===== src/rtl/i2c_slave_pkg.sv =====
// Shared types and bus-level constants for the I2C target responder.
package i2c_slave_pkg;

    localparam int unsigned BYTE_W = 8;
    localparam int unsigned BIT_CNT_W = 3;

    localparam logic I2C_ACK     = 1'b0;
    localparam logic I2C_NACK    = 1'b1;
    localparam logic I2C_RW_READ = 1'b1;

    typedef enum logic [3:0] {
        IDLE,
        ADDR,
        ADDR_ACK,
        PTR,
        PTR_ACK,
        WR_DATA,
        WR_ACK,
        RD_DATA,
        RD_ACK,
        IGNORE
    } i2c_slv_state_e;

endpackage


===== src/rtl/i2c_slave_responder_if.sv =====
// Pad and register-write notification signals of the I2C target responder.
interface i2c_slave_responder_if #(
    parameter int unsigned PTR_W = 4
);
    logic             scl_i;
    logic             sda_i;
    logic             sda_oe;
    logic             busy;
    logic             addr_hit;
    logic             wr_strobe;
    logic [PTR_W-1:0] wr_index;
    logic [7:0]       wr_data;

    modport slave (
        input  scl_i,
        input  sda_i,
        output sda_oe,
        output busy,
        output addr_hit,
        output wr_strobe,
        output wr_index,
        output wr_data
    );

    modport master (
        output scl_i,
        output sda_i,
        input  sda_oe,
        input  busy,
        input  addr_hit,
        input  wr_strobe,
        input  wr_index,
        input  wr_data
    );
endinterface


===== src/rtl/i2c_bus_cond.sv =====
// Synchronises the SCL/SDA pads and flags SCL edges plus START/STOP conditions.
module i2c_bus_cond (
    input  logic clk,
    input  logic rst_n,
    input  logic scl_i,
    input  logic sda_i,
    output logic scl_rise,
    output logic scl_fall,
    output logic sda_s,
    output logic start_det,
    output logic stop_det
);
    logic [1:0] scl_sync;
    logic [1:0] sda_sync;
    logic       scl_d;
    logic       sda_d;
    logic       scl_s;

    // Two-stage synchronisers plus one history stage; idle bus level is high.
    always_ff @(posedge clk or negedge rst_n) begin
        if (!rst_n) begin
            scl_sync <= 2'b11;
            sda_sync <= 2'b11;
            scl_d    <= 1'b1;
            sda_d    <= 1'b1;
        end else begin
            scl_sync <= {scl_sync[0], scl_i};
            sda_sync <= {sda_sync[0], sda_i};
            scl_d    <= scl_sync[1];
            sda_d    <= sda_sync[1];
        end
    end

    assign scl_s     = scl_sync[1];
    assign sda_s     = sda_sync[1];
    assign scl_rise  = scl_s & ~scl_d;
    assign scl_fall  = ~scl_s & scl_d;
    assign start_det = scl_s & scl_d & sda_d & ~sda_s;
    assign stop_det  = scl_s & scl_d & ~sda_d & sda_s;

endmodule


===== src/rtl/i2c_slave_responder.sv =====
// I2C target: address match, pointer/data writes and sequential reads of a byte array.
module i2c_slave_responder
    import i2c_slave_pkg::*;
#(
    parameter logic [6:0]  SLV_ADDR = 7'h50,
    parameter int unsigned DEPTH    = 16
) (
    input logic clk,
    input logic rst_n,
    i2c_slave_responder_if.slave bus
);
    localparam int unsigned PTR_W = $clog2(DEPTH);

    logic scl_rise;
    logic scl_fall;
    logic sda_s;
    logic start_det;
    logic stop_det;

    i2c_bus_cond u_cond (
        .clk       (clk),
        .rst_n     (rst_n),
        .scl_i     (bus.scl_i),
        .sda_i     (bus.sda_i),
        .scl_rise  (scl_rise),
        .scl_fall  (scl_fall),
        .sda_s     (sda_s),
        .start_det (start_det),
        .stop_det  (stop_det)
    );

    i2c_slv_state_e         state;
    logic [BIT_CNT_W-1:0]   bit_cnt;
    logic [BYTE_W-1:0]      shreg;
    logic [PTR_W-1:0]       ptr;
    logic                   ack_seen;
    logic [BYTE_W-1:0]      mem [DEPTH];

    logic                   sda_oe_q;
    logic                   busy_q;
    logic                   addr_hit_q;
    logic                   wr_strobe_q;
    logic [PTR_W-1:0]       wr_index_q;
    logic [BYTE_W-1:0]      wr_data_q;

    logic [BYTE_W-1:0]      byte_in;
    logic [PTR_W-1:0]       ptr_inc;
    logic [BYTE_W-1:0]      cur_byte;
    logic [BYTE_W-1:0]      nxt_byte;

    assign byte_in  = {shreg[BYTE_W-2:0], sda_s};
    assign ptr_inc  = ptr + PTR_W'(1);
    assign cur_byte = mem[ptr];
    assign nxt_byte = mem[ptr_inc];

    // Protocol FSM; bus conditions override bit handling. In slave-ACK states
    // sda_oe itself marks whether the ACK bit has started.
    always_ff @(posedge clk or negedge rst_n) begin
        if (!rst_n) begin
            state       <= IDLE;
            bit_cnt     <= '0;
            shreg       <= '0;
            ptr         <= '0;
            ack_seen    <= 1'b0;
            sda_oe_q    <= 1'b0;
            busy_q      <= 1'b0;
            addr_hit_q  <= 1'b0;
            wr_strobe_q <= 1'b0;
            wr_index_q  <= '0;
            wr_data_q   <= '0;
            for (int unsigned i = 0; i < DEPTH; i++) begin
                mem[i] <= '0;
            end
        end else begin
            addr_hit_q  <= 1'b0;
            wr_strobe_q <= 1'b0;
            if (stop_det) begin
                state    <= IDLE;
                busy_q   <= 1'b0;
                sda_oe_q <= 1'b0;
                ack_seen <= 1'b0;
            end else if (start_det) begin
                state    <= ADDR;
                bit_cnt  <= BIT_CNT_W'(7);
                busy_q   <= 1'b1;
                sda_oe_q <= 1'b0;
                ack_seen <= 1'b0;
            end else begin
                case (state)
                    ADDR: begin
                        if (scl_rise) begin
                            shreg <= byte_in;
                            if (bit_cnt == '0) begin
                                if (byte_in[7:1] == SLV_ADDR) begin
                                    state      <= ADDR_ACK;
                                    addr_hit_q <= 1'b1;
                                end else begin
                                    state <= IGNORE;
                                end
                            end else begin
                                bit_cnt <= bit_cnt - BIT_CNT_W'(1);
                            end
                        end
                    end
                    ADDR_ACK: begin
                        if (scl_fall) begin
                            if (!sda_oe_q) begin
                                sda_oe_q <= 1'b1;
                            end else if (shreg[0] == I2C_RW_READ) begin
                                shreg    <= cur_byte;
                                sda_oe_q <= ~cur_byte[7];
                                bit_cnt  <= BIT_CNT_W'(7);
                                state    <= RD_DATA;
                            end else begin
                                sda_oe_q <= 1'b0;
                                bit_cnt  <= BIT_CNT_W'(7);
                                state    <= PTR;
                            end
                        end
                    end
                    PTR: begin
                        if (scl_rise) begin
                            shreg <= byte_in;
                            if (bit_cnt == '0) begin
                                ptr   <= byte_in[PTR_W-1:0];
                                state <= PTR_ACK;
                            end else begin
                                bit_cnt <= bit_cnt - BIT_CNT_W'(1);
                            end
                        end
                    end
                    PTR_ACK, WR_ACK: begin
                        if (scl_fall) begin
                            if (!sda_oe_q) begin
                                sda_oe_q <= 1'b1;
                            end else begin
                                sda_oe_q <= 1'b0;
                                bit_cnt  <= BIT_CNT_W'(7);
                                state    <= WR_DATA;
                            end
                        end
                    end
                    WR_DATA: begin
                        if (scl_rise) begin
                            shreg <= byte_in;
                            if (bit_cnt == '0) begin
                                mem[ptr]    <= byte_in;
                                wr_strobe_q <= 1'b1;
                                wr_index_q  <= ptr;
                                wr_data_q   <= byte_in;
                                ptr         <= ptr_inc;
                                state       <= WR_ACK;
                            end else begin
                                bit_cnt <= bit_cnt - BIT_CNT_W'(1);
                            end
                        end
                    end
                    RD_DATA: begin
                        // Bit 7 is already on the bus; each fall presents the next bit.
                        if (scl_fall) begin
                            if (bit_cnt == '0) begin
                                sda_oe_q <= 1'b0;
                                state    <= RD_ACK;
                            end else begin
                                sda_oe_q <= ~shreg[6];
                                shreg    <= {shreg[6:0], 1'b0};
                                bit_cnt  <= bit_cnt - BIT_CNT_W'(1);
                            end
                        end
                    end
                    RD_ACK: begin
                        if (scl_rise) begin
                            if (sda_s == I2C_ACK) begin
                                ack_seen <= 1'b1;
                                ptr      <= ptr_inc;
                                shreg    <= nxt_byte;
                            end else begin
                                state <= IGNORE;
                            end
                        end else if (scl_fall && ack_seen) begin
                            ack_seen <= 1'b0;
                            sda_oe_q <= ~shreg[7];
                            bit_cnt  <= BIT_CNT_W'(7);
                            state    <= RD_DATA;
                        end
                    end
                    IGNORE: begin
                        sda_oe_q <= 1'b0;
                    end
                    default: begin
                        sda_oe_q <= 1'b0;
                    end
                endcase
            end
        end
    end

    assign bus.sda_oe    = sda_oe_q;
    assign bus.busy      = busy_q;
    assign bus.addr_hit  = addr_hit_q;
    assign bus.wr_strobe = wr_strobe_q;
    assign bus.wr_index  = wr_index_q;
    assign bus.wr_data   = wr_data_q;

endmodule


===== src/flat_wrapper.sv =====
// flat-port wrapper written by rule: the top's interface ports become plain ports
module i2c_slave_responder_flat import i2c_slave_pkg::*;
#(
    parameter logic [6:0]  SLV_ADDR = 7'h50,
    parameter int unsigned DEPTH    = 16
)
  (clk, rst_n, bus_scl_i, bus_sda_i, bus_sda_oe, bus_busy, bus_addr_hit, bus_wr_strobe, bus_wr_index, bus_wr_data);
  i2c_slave_responder_if #(.PTR_W(4)) bus_i ();
  input logic clk;
  input logic rst_n;
  input wire logic [$bits(bus_i.scl_i)-1:0] bus_scl_i;
  input wire logic [$bits(bus_i.sda_i)-1:0] bus_sda_i;
  output wire logic [$bits(bus_i.sda_oe)-1:0] bus_sda_oe;
  output wire logic [$bits(bus_i.busy)-1:0] bus_busy;
  output wire logic [$bits(bus_i.addr_hit)-1:0] bus_addr_hit;
  output wire logic [$bits(bus_i.wr_strobe)-1:0] bus_wr_strobe;
  output wire logic [$bits(bus_i.wr_index)-1:0] bus_wr_index;
  output wire logic [$bits(bus_i.wr_data)-1:0] bus_wr_data;
  assign bus_i.scl_i = bus_scl_i;
  assign bus_i.sda_i = bus_sda_i;
  assign bus_sda_oe = bus_i.sda_oe;
  assign bus_busy = bus_i.busy;
  assign bus_addr_hit = bus_i.addr_hit;
  assign bus_wr_strobe = bus_i.wr_strobe;
  assign bus_wr_index = bus_i.wr_index;
  assign bus_wr_data = bus_i.wr_data;
  i2c_slave_responder #(.SLV_ADDR(SLV_ADDR), .DEPTH(DEPTH)) u_core (.clk(clk), .rst_n(rst_n), .bus(bus_i));
endmodule

===== config.mk =====
export PLATFORM = sky130hd
export DESIGN_NAME = i2c_slave_responder_flat
export DESIGN_NICKNAME = d
export VERILOG_FILES = /design/src/rtl/i2c_slave_pkg.sv /design/src/rtl/i2c_slave_responder_if.sv /design/src/rtl/i2c_bus_cond.sv /design/src/rtl/i2c_slave_responder.sv /design/src/flat_wrapper.sv
export SDC_FILE = /design/constraint.sdc
export NUM_CORES = 1
export LEC_CHECK = 0
export BUFFER_PORTS_ARGS = -buffer_cell sky130_fd_sc_hd__buf_2
export CAP_MARGIN = 20
export CELL_PAD_IN_SITES_DETAIL_PLACEMENT = 0
export CELL_PAD_IN_SITES_GLOBAL_PLACEMENT = 2
export CORE_MARGIN = 3
export CORE_UTILIZATION = 45
export CTS_BUF_LIST = sky130_fd_sc_hd__clkbuf_2
export CTS_CLUSTER_DIAMETER = 120
export CTS_CLUSTER_SIZE = 28
export DETAILED_ROUTE_END_ITERATION = 6
export PLACE_DENSITY_LB_ADDON = 0.1
export SKIP_LAST_GASP = 1
export SLEW_MARGIN = 10
export SYNTH_ARGS = -nofsm -noshare
export SYNTH_HDL_FRONTEND = slang
export SYNTH_SLANG_ARGS = --single-unit

===== constraint.sdc =====
create_clock -name clk -period 4.6 [get_ports clk]
set_clock_uncertainty 0.2 [all_clocks]
set_input_delay 0 -clock clk [delete_from_list [all_inputs] [get_ports clk]]
set_output_delay 0 -clock clk [all_outputs]
set_load 0.05 [all_outputs]

==> out/summary.txt <==
ROUTING
-------------------------------------------------------------------------------------------
Via-to-Cell Ratio                                                                      6.13
Final routed wirelength across all metal layers                                    24300 um
Remaining antenna violation count after routing                                           0
Number of design-rule violations left by the first detailed-router iteration            442
Vias                                                                                   6096
Final routed DRC violation total                                                          0
Count of TritonRoute iterations in the first routing pass                                 5
Detailed-route wire length per cell                                                 24.4 um

FINISH
-------------------------------------------------------------------------------------------
Register Area                                                                      4270 um2
Number of standard cells in the layout, taps in and fillers out                         994
Count of filler cells inserted in the layout                                           1754
Share of post-route cells with drive strength above 1                                 40.0%
P&R area growth vs syn                                                                7.92%
Area of the multi-input gates                                                      4650 um2
Final non-filler cell area                                                         9940 um2
# nets final                                                                            724

CLOCKING
-------------------------------------------------------------------------------------------
Root buf cell                                                                  sky130_fd_sc_hd__clkbuf_2
Setup repair bufs after CTS                                                               0
Post-cts sizing count                                                                     0
Clock tree buffer depth                                                                   2
Number of sinks driven by the clock tree                                                170
H-tree lvl count                                                                          4
Clock tree from TritonCTS                                                               yes
CTS Buf Count                                                                            17
Clock slew seen by the registers of the worst setup and hold paths                   270 ps
Source-to-sink clock delay at the later pin of the worst-skew pair                   750 ps

PLACEMENT
-------------------------------------------------------------------------------------------
Dpl cells                                                                               953
Port Buf Inserts                                                                         19
Instance area after placement                                                      9590 um2
Final weighted congestion in routability-driven placement                             0.812
Post-DP HPWL                                                                       16100 um

YOSYS
-------------------------------------------------------------------------------------------
Distinct cell type count after synthesis                                                 60
Mean post-synth cell area                                                          13.1 um2
Post-synthesis async set-or-reset flop share                                           100%
Mapped Nets                                                                             711
Number of standard cells after synthesis                                                701
Main synth FF type                                                             sky130_fd_sc_hd__dfrtp_1
Total number of yosys warnings                                                            0
Number of synthesized flops with an enable pin                                            0
Seq/Total Area, Yosys                                                                 46.3%
FF+latch count, synth                                                                   170
Post-synthesis cell area                                                           9210 um2

SETUP PATH
-------------------------------------------------------------------------------------------
Signal arrival time at the worst endpoint                                           3920 ps
Most common cell type on the critical path                                     sky130_fd_sc_hd__nand4_1
CP required                                                                         5060 ps
Number of buffers and inverters on the critical path                                      0
Slowest-stage cell, CP                                                         sky130_fd_sc_hd__nand4_1
Worst-path fanout max                                                                    18
Worst setup path class                                                              reg2reg
Crit end category                                                                      flop
Kind of start point of the critical path                                               flop
Critical path, cell by cell                                                    nor2b_1 -> nand4_1 -> nor2_2 -> nand4_1 -> mux2_2
Cell family contributing the most delay on the critical path                   simple AND/OR/NAND/NOR gates
CP peak stage delay                                                                  740 ps

DIE
-------------------------------------------------------------------------------------------
Initial core utilization                                                              46.6%
Core outline area                                                                 19800 um2
Cell Rows                                                                                51
Height of the die                                                                    149 um
Die area                                                                          22200 um2
# IOs                                                                                    20
Overall die width                                                                    149 um

GRT
-------------------------------------------------------------------------------------------
First-pass GRT wire length                                                         38200 um
Initial antenna violation count                                                           1
Number of global-route vias before repair                                              6183
Pin count of the biggest net entering global routing                                     72
Total gr overflow                                                                         0
Combined global-route utilization of all metal layers                                 22.8%

POWER AND IR DROP
-------------------------------------------------------------------------------------------
Leakage component of the power                                                      4.49 nW
Power per cell area                                                              468 nW/um2
Fraction of power consumed by sequential logic                                        39.1%
Comb pwr share                                                                        43.2%
Worst VDD drop                                                                   0.000292 V
Power share of the clock group                                                        17.7%
Net switching power                                                                 2.09 mW
Internal power                                                                      2.56 mW
Net switching fraction of the power                                                   45.0%

STA
-------------------------------------------------------------------------------------------
Unrepaired setup endpoints after global routing                                          no
Total negative slack                                                                   0 ps
Time the worst path needs with I/O delays and setup                                 3460 ps
Final worst-path cycle share                                                          75.3%
Slew at the pin with the worst max-slew slack                                        937 ps
Endpoints failing hold                                                                    0
Pins Over Slew Limit                                                                      0
Highest attainable clock frequency                                                  289 MHz
Worst max-slew margin expressed relative to the limit                                 37.3%
Number of setup violations in the final report                                            0

RUN STATUS
-------------------------------------------------------------------------------------------
Outcome                                                                        finished, final reports clean

RUN
-------------------------------------------------------------------------------------------
Max-Cap Viols                                                                             0

HOLD PATH
-------------------------------------------------------------------------------------------
Path category of the worst min-delay check                                         in2async

## logic make-up (layout without fill, tap and decap cells)
logic type	count (synthesis)	after routing	synth area share (%)
AO/OA/AOI/OAI	114	114	8.71
XOR/XNOR	4	4	0.380
buffers and inverters	69	95	3.36
other	0	2	0
flip-flops	170	170	46.3
AND/OR/NAND/NOR	125	125	6.93
multiplexers	213	213	33.6
adder cells (fa/ha/maj)	6	6	0.815
## stage by stage
| stage | power (mW) | util [%] | hold slack [ps] | setup slack, ps |
|---|---|---|---|---|
| 6_report | 4.65 | 50.3 | 153 | 1140 |
| 5_1_grt | 4.95 | 50.3 | 89.8 | 877 |
| 4_1_cts | 4.71 | 50.2 | 83.0 | 1020 |
| 3_5_place_dp | 3.86 | 48.5 | -108 | 1100 |
| 3_3_place_gp | 3.84 | 48.5 | -123 | 1090 |
| 2_1_floorplan | 3.30 | - | -496 | 945 |
## per-layer routing
metal	wire [um]	GRT usage [%]
met1	10600	30.5
met2	12600	39.3
met3	719	4.07
met4	318	4.81
met5	0	0
## power by group through the flow
stage	Combinational (mW)	Clock, mW	Sequential [mW]
after CTS	2.03	0.861	1.82
final	2.01	0.822	1.82
after global placement	1.99	0	1.84
after global routing	2.18	0.917	1.85
after floorplan	1.61	0	1.69
after detailed placement	2.02	0	1.84
## flip-flops by register name, summed over array words and instances, names as in the netlist
| register | flops |
|---|---|
| u_core.bus.wr_index | 4 |
| u_core.u_cond.sda_sync | 2 |
| u_core.u_cond.sda_d | 1 |
| u_core.ptr | 4 |
| u_core.u_cond.scl_sync | 2 |
| u_core.bus.sda_oe | 1 |
| u_core.bus.addr_hit | 1 |
| u_core.bit_cnt | 3 |
| u_core.bus.busy | 1 |
| u_core.shreg | 8 |
| u_core.ack_seen | 1 |
| u_core.u_cond.scl_d | 1 |
| u_core.state | 4 |
| u_core.bus.wr_data | 8 |
| u_core.mem | 128 |
| u_core.bus.wr_strobe | 1 |
## cells in the final DEF (no fill, tap or decap), types with 3 or more instances in the layout
master and count:
sky130_fd_sc_hd__inv_1 10, sky130_fd_sc_hd__a211oi_1 15, sky130_fd_sc_hd__dlygate4sd3_1 6, sky130_fd_sc_hd__inv_8 5, sky130_fd_sc_hd__a21oi_1 12, sky130_fd_sc_hd__o32a_2 3, sky130_fd_sc_hd__dfstp_2 6, sky130_fd_sc_hd__mux2i_1 23
sky130_fd_sc_hd__buf_4 27, sky130_fd_sc_hd__a31oi_1 6, sky130_fd_sc_hd__o21ai_0 39, sky130_fd_sc_hd__clkinv_8 3, sky130_fd_sc_hd__o211ai_1 6, sky130_fd_sc_hd__nand3_1 20, sky130_fd_sc_hd__clkbuf_2 17, sky130_fd_sc_hd__a21o_1 4
sky130_fd_sc_hd__o32a_1 4, sky130_fd_sc_hd__dfrtp_1 163, sky130_fd_sc_hd__nor2_1 20, sky130_fd_sc_hd__nand4_1 5, sky130_fd_sc_hd__o221ai_1 3, sky130_fd_sc_hd__nand2_1 41, sky130_fd_sc_hd__nor2b_1 12, sky130_fd_sc_hd__o22ai_1 3
sky130_fd_sc_hd__mux2_2 126, sky130_fd_sc_hd__buf_2 18, sky130_fd_sc_hd__ha_1 5, sky130_fd_sc_hd__mux4_2 64, sky130_fd_sc_hd__nand2b_1 3, sky130_fd_sc_hd__a22oi_1 4, sky130_fd_sc_hd__clkinv_4 3
## Yosys cell counts, drive strengths merged (3+ instances only)
cell | number | share of area [%]
o221ai | 3 | 0.29
nor2 | 21 | 0.86
clkbuf | 32 | 1.3
inv | 10 | 0.41
mux2i | 23 | 2.5
mux4 | 64 | 16
mux2 | 126 | 15
ha | 6 | 0.81
a211oi | 15 | 1.2
nand4 | 5 | 0.34
dfstp | 6 | 1.7
o211ai | 6 | 0.49
nand2 | 41 | 1.7
buf | 27 | 1.6
xor2 | 3 | 0.29
a22oi | 4 | 0.33
a31oi | 6 | 0.41
nand3 | 20 | 1.1
dfrtp | 164 | 45
o32a | 7 | 0.80
a21oi | 12 | 0.65
a21o | 4 | 0.33
nand2b | 4 | 0.35
o21ai | 41 | 2.3
nor2b | 12 | 0.81
o22ai | 3 | 0.20
## repair_timing
action	in CTS	in global routing
hold endpoints to repair	172	0
endpoints found under the setup margin	0	0
hold buffers	7	0
## final timing paths
| kind | depth (start not counted) | from | slack (ps) | to |
|---|---|---|---|---|
| min | 3 | rst_n | 150 | u_core.u_cond.scl_sync[1] |
| min in group clk | 0 | u_core.u_cond.sda_sync[0] | 160 | u_core.u_cond.sda_sync[1] |
| max reg2reg | 5 | u_core.u_cond.scl_sync[1] | 1140 | u_core.mem[29] |
| max in group asynchronous | 4 | rst_n | 3410 | u_core.mem[40] |
| max | 5 | u_core.u_cond.scl_sync[1] | 1140 | u_core.mem[29] |
| min reg2reg | 0 | u_core.u_cond.sda_sync[0] | 160 | u_core.u_cond.sda_sync[1] |
## final cells by class
type | count | share of cell area [%]
clock buffer | 17 | 0.856
sequential | 170 | 42.9
antenna | 2 | 0.0503
clock inverter | 15 | 1.72
inverter | 10 | 0.378
multi-input combinational | 462 | 46.8
tap | 265 | 3.34
timing repair buffer | 53 | 3.94
## worst register-to-register path, cell delays in order, from the launching register on
cell	delay, ps
sky130_fd_sc_hd__dfstp_2	700
sky130_fd_sc_hd__nor2b_1	370
sky130_fd_sc_hd__nand4_1	190
sky130_fd_sc_hd__nor2_2	680
sky130_fd_sc_hd__nand4_1	750
sky130_fd_sc_hd__mux2_2	520
(Power assumes the default switching activity.)
